===== src/rtl/mmio_input_port_pkg.sv =====
// ============================================================================
// mmio_input_port_pkg: register map and decode helpers for the MMIO input port
// Rev 1.0
// ============================================================================
`default_nettype none

package mmio_input_port_pkg;

   localparam logic [31:0] MMIO_BASE_ADDR = 32'h0000_1010;

   localparam logic [3:0] OFS_SW_STATE  = 4'h0;
   localparam logic [3:0] OFS_KEY_STATE = 4'h4;
   localparam logic [3:0] OFS_KEY_EDGE  = 4'h8;
   localparam logic [3:0] OFS_IRQ_EN    = 4'hC;

   typedef enum logic [1:0] {
      REG_SW_STATE  = OFS_SW_STATE[3:2],
      REG_KEY_STATE = OFS_KEY_STATE[3:2],
      REG_KEY_EDGE  = OFS_KEY_EDGE[3:2],
      REG_IRQ_EN    = OFS_IRQ_EN[3:2]
   } reg_sel_e;

   // The register window is 16 bytes, so only the upper 28 address bits select it.
   function automatic logic in_window(input logic [31:0] addr, input logic [31:0] base);
      return addr[31:4] == base[31:4];
   endfunction

endpackage

`default_nettype wire


===== src/rtl/debounce_bit.sv =====
// ============================================================================
// debounce_bit: 2-flop synchronizer, stability counter and debounced-rise pulse
// Rev 1.0
// ============================================================================
`default_nettype none

module debounce_bit #(
   parameter int DEB_CYCLES = 4
) (
   input  logic clk,
   input  logic reset,
   input  logic din_async,
   output logic dout,
   output logic rise
);

   localparam int CW = (DEB_CYCLES > 1) ? $clog2(DEB_CYCLES) : 1;
   localparam logic [CW-1:0] C_LAST = CW'(DEB_CYCLES - 1);

   logic          r_meta;
   logic          r_sync;
   logic [CW-1:0] r_cnt;
   logic          w_flip;

   // The debounced bit flips on the edge where the count saturates while still differing.
   assign w_flip = (r_sync != dout) && (r_cnt == C_LAST);
   assign rise   = w_flip & r_sync;

   always_ff @(posedge clk) begin
      if (reset) begin
         r_meta <= 1'b0;
         r_sync <= 1'b0;
         r_cnt  <= '0;
         dout   <= 1'b0;
      end else begin
         r_meta <= din_async;
         r_sync <= r_meta;
         if (r_sync == dout) begin
            r_cnt <= '0;
         end else if (w_flip) begin
            dout  <= r_sync;
            r_cnt <= '0;
         end else begin
            r_cnt <= r_cnt + 1'b1;
         end
      end
   end

endmodule

`default_nettype wire


===== src/rtl/mmio_input_port.sv =====
// ============================================================================
// mmio_input_port: debounced switches/keys exposed as MMIO registers with press IRQ
// Rev 1.0
// ============================================================================
`default_nettype none

module mmio_input_port
   import mmio_input_port_pkg::*;
#(
   parameter int          N_SW       = 10,
   parameter int          N_KEY      = 2,
   parameter int          DEB_CYCLES = 4,
   parameter logic [31:0] BASE_ADDR  = MMIO_BASE_ADDR
) (
   input  logic             clk,
   input  logic             reset,
   input  logic [N_SW-1:0]  sw_raw,
   input  logic [N_KEY-1:0] key_raw_n,
   input  logic             rd_en,
   input  logic             wr_en,
   input  logic [31:0]      addr,
   input  logic [31:0]      wdata,
   output logic [31:0]      rdata,
   output logic             rd_valid,
   output logic             irq
);

   logic [N_SW-1:0]  w_sw_state;
   logic [N_SW-1:0]  w_sw_rise_unused;
   logic [N_KEY-1:0] w_key_state;
   logic [N_KEY-1:0] w_key_rise;
   logic [N_KEY-1:0] r_key_edge;
   logic [N_KEY-1:0] r_irq_en;

   generate
      for (genvar i = 0; i < N_SW; i++) begin : g_sw
         debounce_bit #(.DEB_CYCLES(DEB_CYCLES)) u_deb (
            .clk       (clk),
            .reset     (reset),
            .din_async (sw_raw[i]),
            .dout      (w_sw_state[i]),
            .rise      (w_sw_rise_unused[i])
         );
      end
      // Inverting ahead of the synchronizer keeps the reset value (0) meaning "released".
      for (genvar k = 0; k < N_KEY; k++) begin : g_key
         debounce_bit #(.DEB_CYCLES(DEB_CYCLES)) u_deb (
            .clk       (clk),
            .reset     (reset),
            .din_async (~key_raw_n[k]),
            .dout      (w_key_state[k]),
            .rise      (w_key_rise[k])
         );
      end
   endgenerate

   logic             w_hit;
   logic             w_aligned;
   reg_sel_e         w_sel;
   logic [31:0]      w_rd_word;
   logic [N_KEY-1:0] w_w1c;
   logic             w_ien_we;
   logic             w_unused;

   assign w_hit     = in_window(addr, BASE_ADDR);
   assign w_aligned = (addr[1:0] == 2'b00);
   assign w_sel     = reg_sel_e'(addr[3:2]);
   assign w_w1c     = (wr_en && w_hit && w_aligned && w_sel == REG_KEY_EDGE)
                      ? wdata[N_KEY-1:0] : '0;
   assign w_ien_we  = wr_en && w_hit && w_aligned && (w_sel == REG_IRQ_EN);
   assign w_unused  = ^{wdata[31:N_KEY], w_sw_rise_unused};

   always_comb begin
      w_rd_word = '0;
      if (w_aligned) begin
         case (w_sel)
            REG_SW_STATE:  w_rd_word[N_SW-1:0]  = w_sw_state;
            REG_KEY_STATE: w_rd_word[N_KEY-1:0] = w_key_state;
            REG_KEY_EDGE:  w_rd_word[N_KEY-1:0] = r_key_edge;
            REG_IRQ_EN:    w_rd_word[N_KEY-1:0] = r_irq_en;
            default:       w_rd_word = '0;
         endcase
      end
   end

   always_ff @(posedge clk) begin
      if (reset) begin
         r_key_edge <= '0;
         r_irq_en   <= '0;
         rdata      <= '0;
         rd_valid   <= 1'b0;
      end else begin
         rd_valid <= rd_en && w_hit;
         if (rd_en && w_hit) begin
            rdata <= w_rd_word;
         end
         // A press arriving on the same edge as its W1C wins.
         r_key_edge <= (r_key_edge & ~w_w1c) | w_key_rise;
         if (w_ien_we) begin
            r_irq_en <= wdata[N_KEY-1:0];
         end
      end
   end

   assign irq = |(r_key_edge & r_irq_en);

endmodule

`default_nettype wire

===== config.mk =====
export PLATFORM = sky130hd
export DESIGN_NAME = mmio_input_port
export DESIGN_NICKNAME = d
export VERILOG_FILES = /design/src/rtl/mmio_input_port_pkg.sv /design/src/rtl/debounce_bit.sv /design/src/rtl/mmio_input_port.sv
export SDC_FILE = /design/constraint.sdc
export NUM_CORES = 1
export LEC_CHECK = 0
export BUFFER_PORTS_ARGS = -buffer_cell sky130_fd_sc_hd__buf_2
export CORE_MARGIN = 2
export CORE_UTILIZATION = 55
export CTS_BUF_LIST = sky130_fd_sc_hd__clkbuf_8
export CTS_CLUSTER_DIAMETER = 50
export DETAILED_ROUTE_END_ITERATION = 16
export PLACE_DENSITY_LB_ADDON = 0.08
export SLEW_MARGIN = 15
export SYNTH_ARGS = -nofsm -noshare
export SYNTH_HDL_FRONTEND = slang
export SYNTH_SLANG_ARGS = --single-unit

===== constraint.sdc =====
create_clock -name clk -period 2.52 [get_ports clk]
set_clock_uncertainty 0.1 [all_clocks]
set_input_delay 0.504 -clock clk [delete_from_list [all_inputs] [get_ports clk]]
set_output_delay 0.504 -clock clk [all_outputs]
set_load 0.05 [all_outputs]

# Word level (Yosys, flattened, before mapping)
# Cells that the tools add are included.
[op_classes]
n_reduce_logical = 44
eq_ne = 40
n_addsub = 12
bitwise_logic = 20
mux = 4
[op_table]
columns = ["cell", "n"]
rows = [
  ["3-bit OR reduction", 12],
  ["2-bit == test (second input constant)", 14],
  ["28-bit by 9-bit == test with 1-bit output (second input constant)", 1],
  ["2-bit by 1-bit adder with 2-bit output (second input constant)", 12],
  ["2-bit AND reduction", 12],
  ["1-bit logical AND", 17],
  ["1-bit NOT", 14],
  ["1-bit == test", 12],
  ["1-bit inequality test", 12],
  ["10-bit 2-to-1 mux", 1],
  ["8-bit 2-to-1 mux", 1],
  ["2-bit case mux with 4 select lines", 1],
  ["2-bit bitwise AND", 2],
  ["2-bit zero test", 2],
  ["1-bit bitwise AND", 2],
  ["2-bit by 1-bit == test with 1-bit output (second input constant)", 1],
  ["2-bit 2-to-1 mux", 1],
  ["2-bit NOT", 1],
  ["2-bit bitwise OR", 1],
  ["2-bit OR reduction", 1],
]
[totals]
output_inout_bits = 34
inputBits = 80
word_cells = 172
ff_bits = 97

# Logic depth before layout (Yosys ltp)
[logic_depth]
word_depth = 8
ltp_mapped = 5
ltp_nobuf = 4

# By module
# Synthesis repeated with hierarchy kept, for this count alone.
[hier_totals]
cells_unflattened = 299
hier_area_um2 = 3081.7
[modules_own_cells]
columns = ["module", "seq_area_each_um2", "cells_each", "area_each_um2", "n_inst"]
rows = [
  ["debounce_bit", 100.1, 15, 173.9, 12],
  ["mmio_input_port", 300.3, 119, 994.7, 1],
]

# Worst setup path after synthesis
# OpenSTA, ideal clock, no wires.
[synth_timing]
kind = "input -> register"
start = "input addr[15]"
end = "register rdata[9]"
cell_stages = 5
required_ns = 2.349
setup_time_ns = 0.071
path_buffers = 1
setup_slack_ns = 0.756
arrival_ns = 1.594
cell_sequence = "nor4b_2 -> nand4_2 -> buf_6 -> or3_1 -> a21oi_1"
[synth_between]
elab_chain_len = 2
[synth_rtl]
columns = ["item", "line_no", "source"]
rows = [
  ["start: declaration", "mmio_input_port.sv:21", "input logic [31:0] addr,"],
  ["28-bit by 9-bit == test with 1-bit output", "mmio_input_port_pkg.sv:25", "return addr[31:4] == base[31:4];"],
  ["1-bit logical AND", "mmio_input_port.sv:94", "if (rd_en && w_hit) begin"],
  ["end signal: assignment", "mmio_input_port.sv:95", "rdata <= w_rd_word;"],
  ["end: declaration", "mmio_input_port.sv:23", "output logic [31:0] rdata,"],
]
# Every way passes these cells.
# A chain may end at the register's enable or synchronous reset.

# Worst setup path in the final report
[layout_timing]
start = "register r_irq_en[0]"
end = "output irq"
[layout_between]
elab_chain_len = 2
[layout_rtl]
columns = ["item", "line_no", "source"]
rows = [
  ["start: declaration", "mmio_input_port.sv:33", "logic [N_KEY-1:0] r_irq_en;"],
  ["start signal: assignment", "mmio_input_port.sv:100", "r_irq_en <= wdata[N_KEY-1:0];"],
  ["2-bit bitwise AND", "mmio_input_port.sv:105", "assign irq = |(r_key_edge & r_irq_en);"],
  ["2-bit OR reduction", "mmio_input_port.sv:105", ""],
  ["end: declaration", "mmio_input_port.sv:25", "output logic irq"],
]
# Every way passes these cells.

==> metrics.yaml <==
outcome: "completed"
p_comb_frac: 0.075
period_share: 0.6807
rr_worst_depth: 3
n_antenna_cell: 0
hold_depth: 2
die_y_um: 78.41
setup_ws_ns: 0.8046
fin_util: 0.6577
grt_pass1_vias: 1902
critPathKind: "flop to output port"
synth_ff_type: "dfxtp_1"
numCtsBuffers: 9
worst_pin_slew_ns: 0.6511
synthDistinctLibCells: 30
finalHoldViolCount: 0
holdCritStartpoint: "key_raw_n[1]"
timing.slew.headroom: 0.5659
dp_hpwl_um: 3537
yosysSeqAreaShare: 0.4930
ctsHoldBuffers: 0
synth_common_cells: "dfxtp_1, nor2_1, buf_4, nor2b_1, or3_1"
placeableCoreArea_sq_mm: 0.005439
end_kind: "output port"
drive_gt1_frac: 0.2487
netlist_instances: 303
maxSlewViolCount: 0
synth_edf_count: 0
setup_viol: 0
die-area_sq_mm: 0.006148
hold_ws_ns: 0.2201
ys_ff_latch: 75
clk_pin_slew_ns: 0.07
p_leak_nw: 1.487
post_drt_wl_per_cell_um: 11.26
routed_wl_um: 5022
pwr-share-seq: 0.504
preCtsSetupSlack_ns: 0.5160
fillers: 471
drc: 0
powerDensity_mw_per_mm2: 675.8
die_x_um: 78.41
switching_share: 0.2252
rows: 27
cts_tree: "done"
port_buffers: 61
cts.sinks: 75
grt_pass1_wl_um: 8424
synth_top_cell_by_area: "dfxtp_1"
vdd_drop_max_v: 0.0006591
clk_path_buf_depth: 2
antenna_found_initial: 0
vias_per_cell: 4.693
min_path_type: "input pin to flop"
cts_root_buf: "clkbuf_8"
drt_iter0_markers: 85
tns_ns: 0
r2r_slack_ns: 1.31
yosys.area.top_type_share: 0.4930
cts_setup_buffers: 0
syn-cell-area_sq_mm: 0.003045
nets: 461
drtAntennaViolNets: 0
place.gp.congestion: 0.7517
synth_warnings: 0
multiInputGateArea_sq_mm: 0.001363
rr_endpoint: "rdata[0]$_SDFFE_PP0P_"
cp_data_arrival_time_ns: 1.11
whs_endpoint: "g_key[1].u_deb.r_meta$_SDFF_PP0_"
max_freq_ghz: 0.5829
power.switching_mw: 0.5445
layoutNonFillerInstCount: 446
synth.avg_cell_area_sq_um: 10.05
initial_core_util: 0.5599
placed_cells: 430
first_pass_iters: 5
synth_most_common_cell: "dfxtp_1"
pin_count: 114
synthArstFlopShare: 0
grt_start_max_net_pins: 40
cts-resized-gates: 0
seq_area_sq_mm: 0.001501
rsz0062_at_grt: "false"
p_int_mw: 1.873
maxCapViolations: 0
grt_usage: 0.1767
startpoint_type: "flop"
htree_levels: 3
path_max_fanout: 3
overflow: 0
syn2layout_area_growth_pct: 17.46
reg2reg_from: "g_sw[0].u_deb.dout$_SDFFE_PP0P_"
dr_total_vias: 2093
period_minus_slack_ns: 1.715
crit_required_ns: 1.92
p_clk_frac: 0.420
ys_top_cells_by_area: "dfxtp_1, buf_4, ha_1, nor2_1, nor2b_1"
worstSkewPairLatency_ns: 0.33
==> how the worst max path moves through the flow <==
stage	to	from	cells after the start	slack, ns
after floorplan	rdata[9]$_SDFFE_PP0P_	addr[15]	5	0.76
after global placement	rdata[5]$_SDFFE_PP0P_	addr[1]	5	0.54
after detailed placement	rdata[2]$_SDFFE_PP0P_	addr[22]	6	0.52
after CTS	irq	r_irq_en[0]$_SDFFE_PP0P_	2	0.78
after global routing	irq	r_irq_en[0]$_SDFFE_PP0P_	2	0.74
final	irq	r_irq_en[0]$_SDFFE_PP0P_	2	0.80
==> state kept, by name (all words and copies together), names as in the netlist <==
signal              count
g_sw.u_deb.r_sync      10
g_key.u_deb.r_cnt       4
r_key_edge              2
g_sw.u_deb.dout        10
r_irq_en                2
g_key.u_deb.dout        2
rd_valid                1
g_key.u_deb.r_meta      2
g_sw.u_deb.r_cnt       20
g_sw.u_deb.r_meta      10
g_key.u_deb.r_sync      2
rdata                  10
==> metal layers <==
metal | GRT usage | wire length (um)
met3 | 0.05517 | 283
met4 | 0.08421 | 27
met5 | 0 | 0
met2 | 0.2879 | 2411
met1 | 0.2125 | 2299
==> cells by family after synthesis <==
kind of cell,count (synthesis),share of synthesized area
simple gates,115,0.2301
flops,75,0.4930
buf+inv,45,0.08545
compound gates,29,0.05218
mux,14,0.05423
fa+ha+maj,12,0.04930
xor+xnor,12,0.03451
other cells,1,0.001231
==> area by class of cell <==
type,count,share of cell area
Sequential cell,75,0.4197
Multi-Input combinational cell,204,0.3809
Timing Repair Buffer,67,0.09794
Clock buffer,11,0.04232
Tap cell,72,0.02518
Clock inverter,5,0.02134
Inverter,12,0.01259
==> per-stage QoR <==
stage                     total power, mW  cell area, sq um
after detailed placement            1.430              3349
after global routing                2.519              3577
final                               2.417              3577
after global placement              1.425              3349
after CTS                           2.452              3577
after floorplan                     1.393              3124
==> placed cells by master, fill, tap and decap left out <==
cell and count:
nand3b_1 2, nor3_1 2, nor4b_4 1, clkinvlp_4 1
o31ai_1 4, nor4_4 3, inv_1 13, buf_2 61
nor4b_2 1, bufinv_16 2, nor4_2 3, nand4b_1 2
xnor2_1 12, mux4_2 2, clkinv_2 1, or3_1 20
nor2_1 39, mux2i_1 12, buf_4 6, o21ai_0 10
nand4_1 4, and4_1 2, a21oi_1 14, nand2_1 11
nand4_2 1, and2_1 2, clkbuf_8 11, a22o_1 1
ha_1 12, conb_1 22, dfxtp_1 75, nor2b_1 22
==> power groups by stage <==
stage	Sequential (mW)	Combinational, mW	Clock (mW)
detailed placement	1.25	0.183	0
global placement	1.25	0.180	0
CTS	1.22	0.184	1.05
floorplan	1.24	0.150	0
finish	1.22	0.182	1.02
global route	1.22	0.198	1.10
==> worst max-delay path: stages (launching register included) <==
cell	delay, ns
dfxtp_1	0.37
a22o_1	0.15
buf_2	0.26
(Power assumes the default switching activity.)
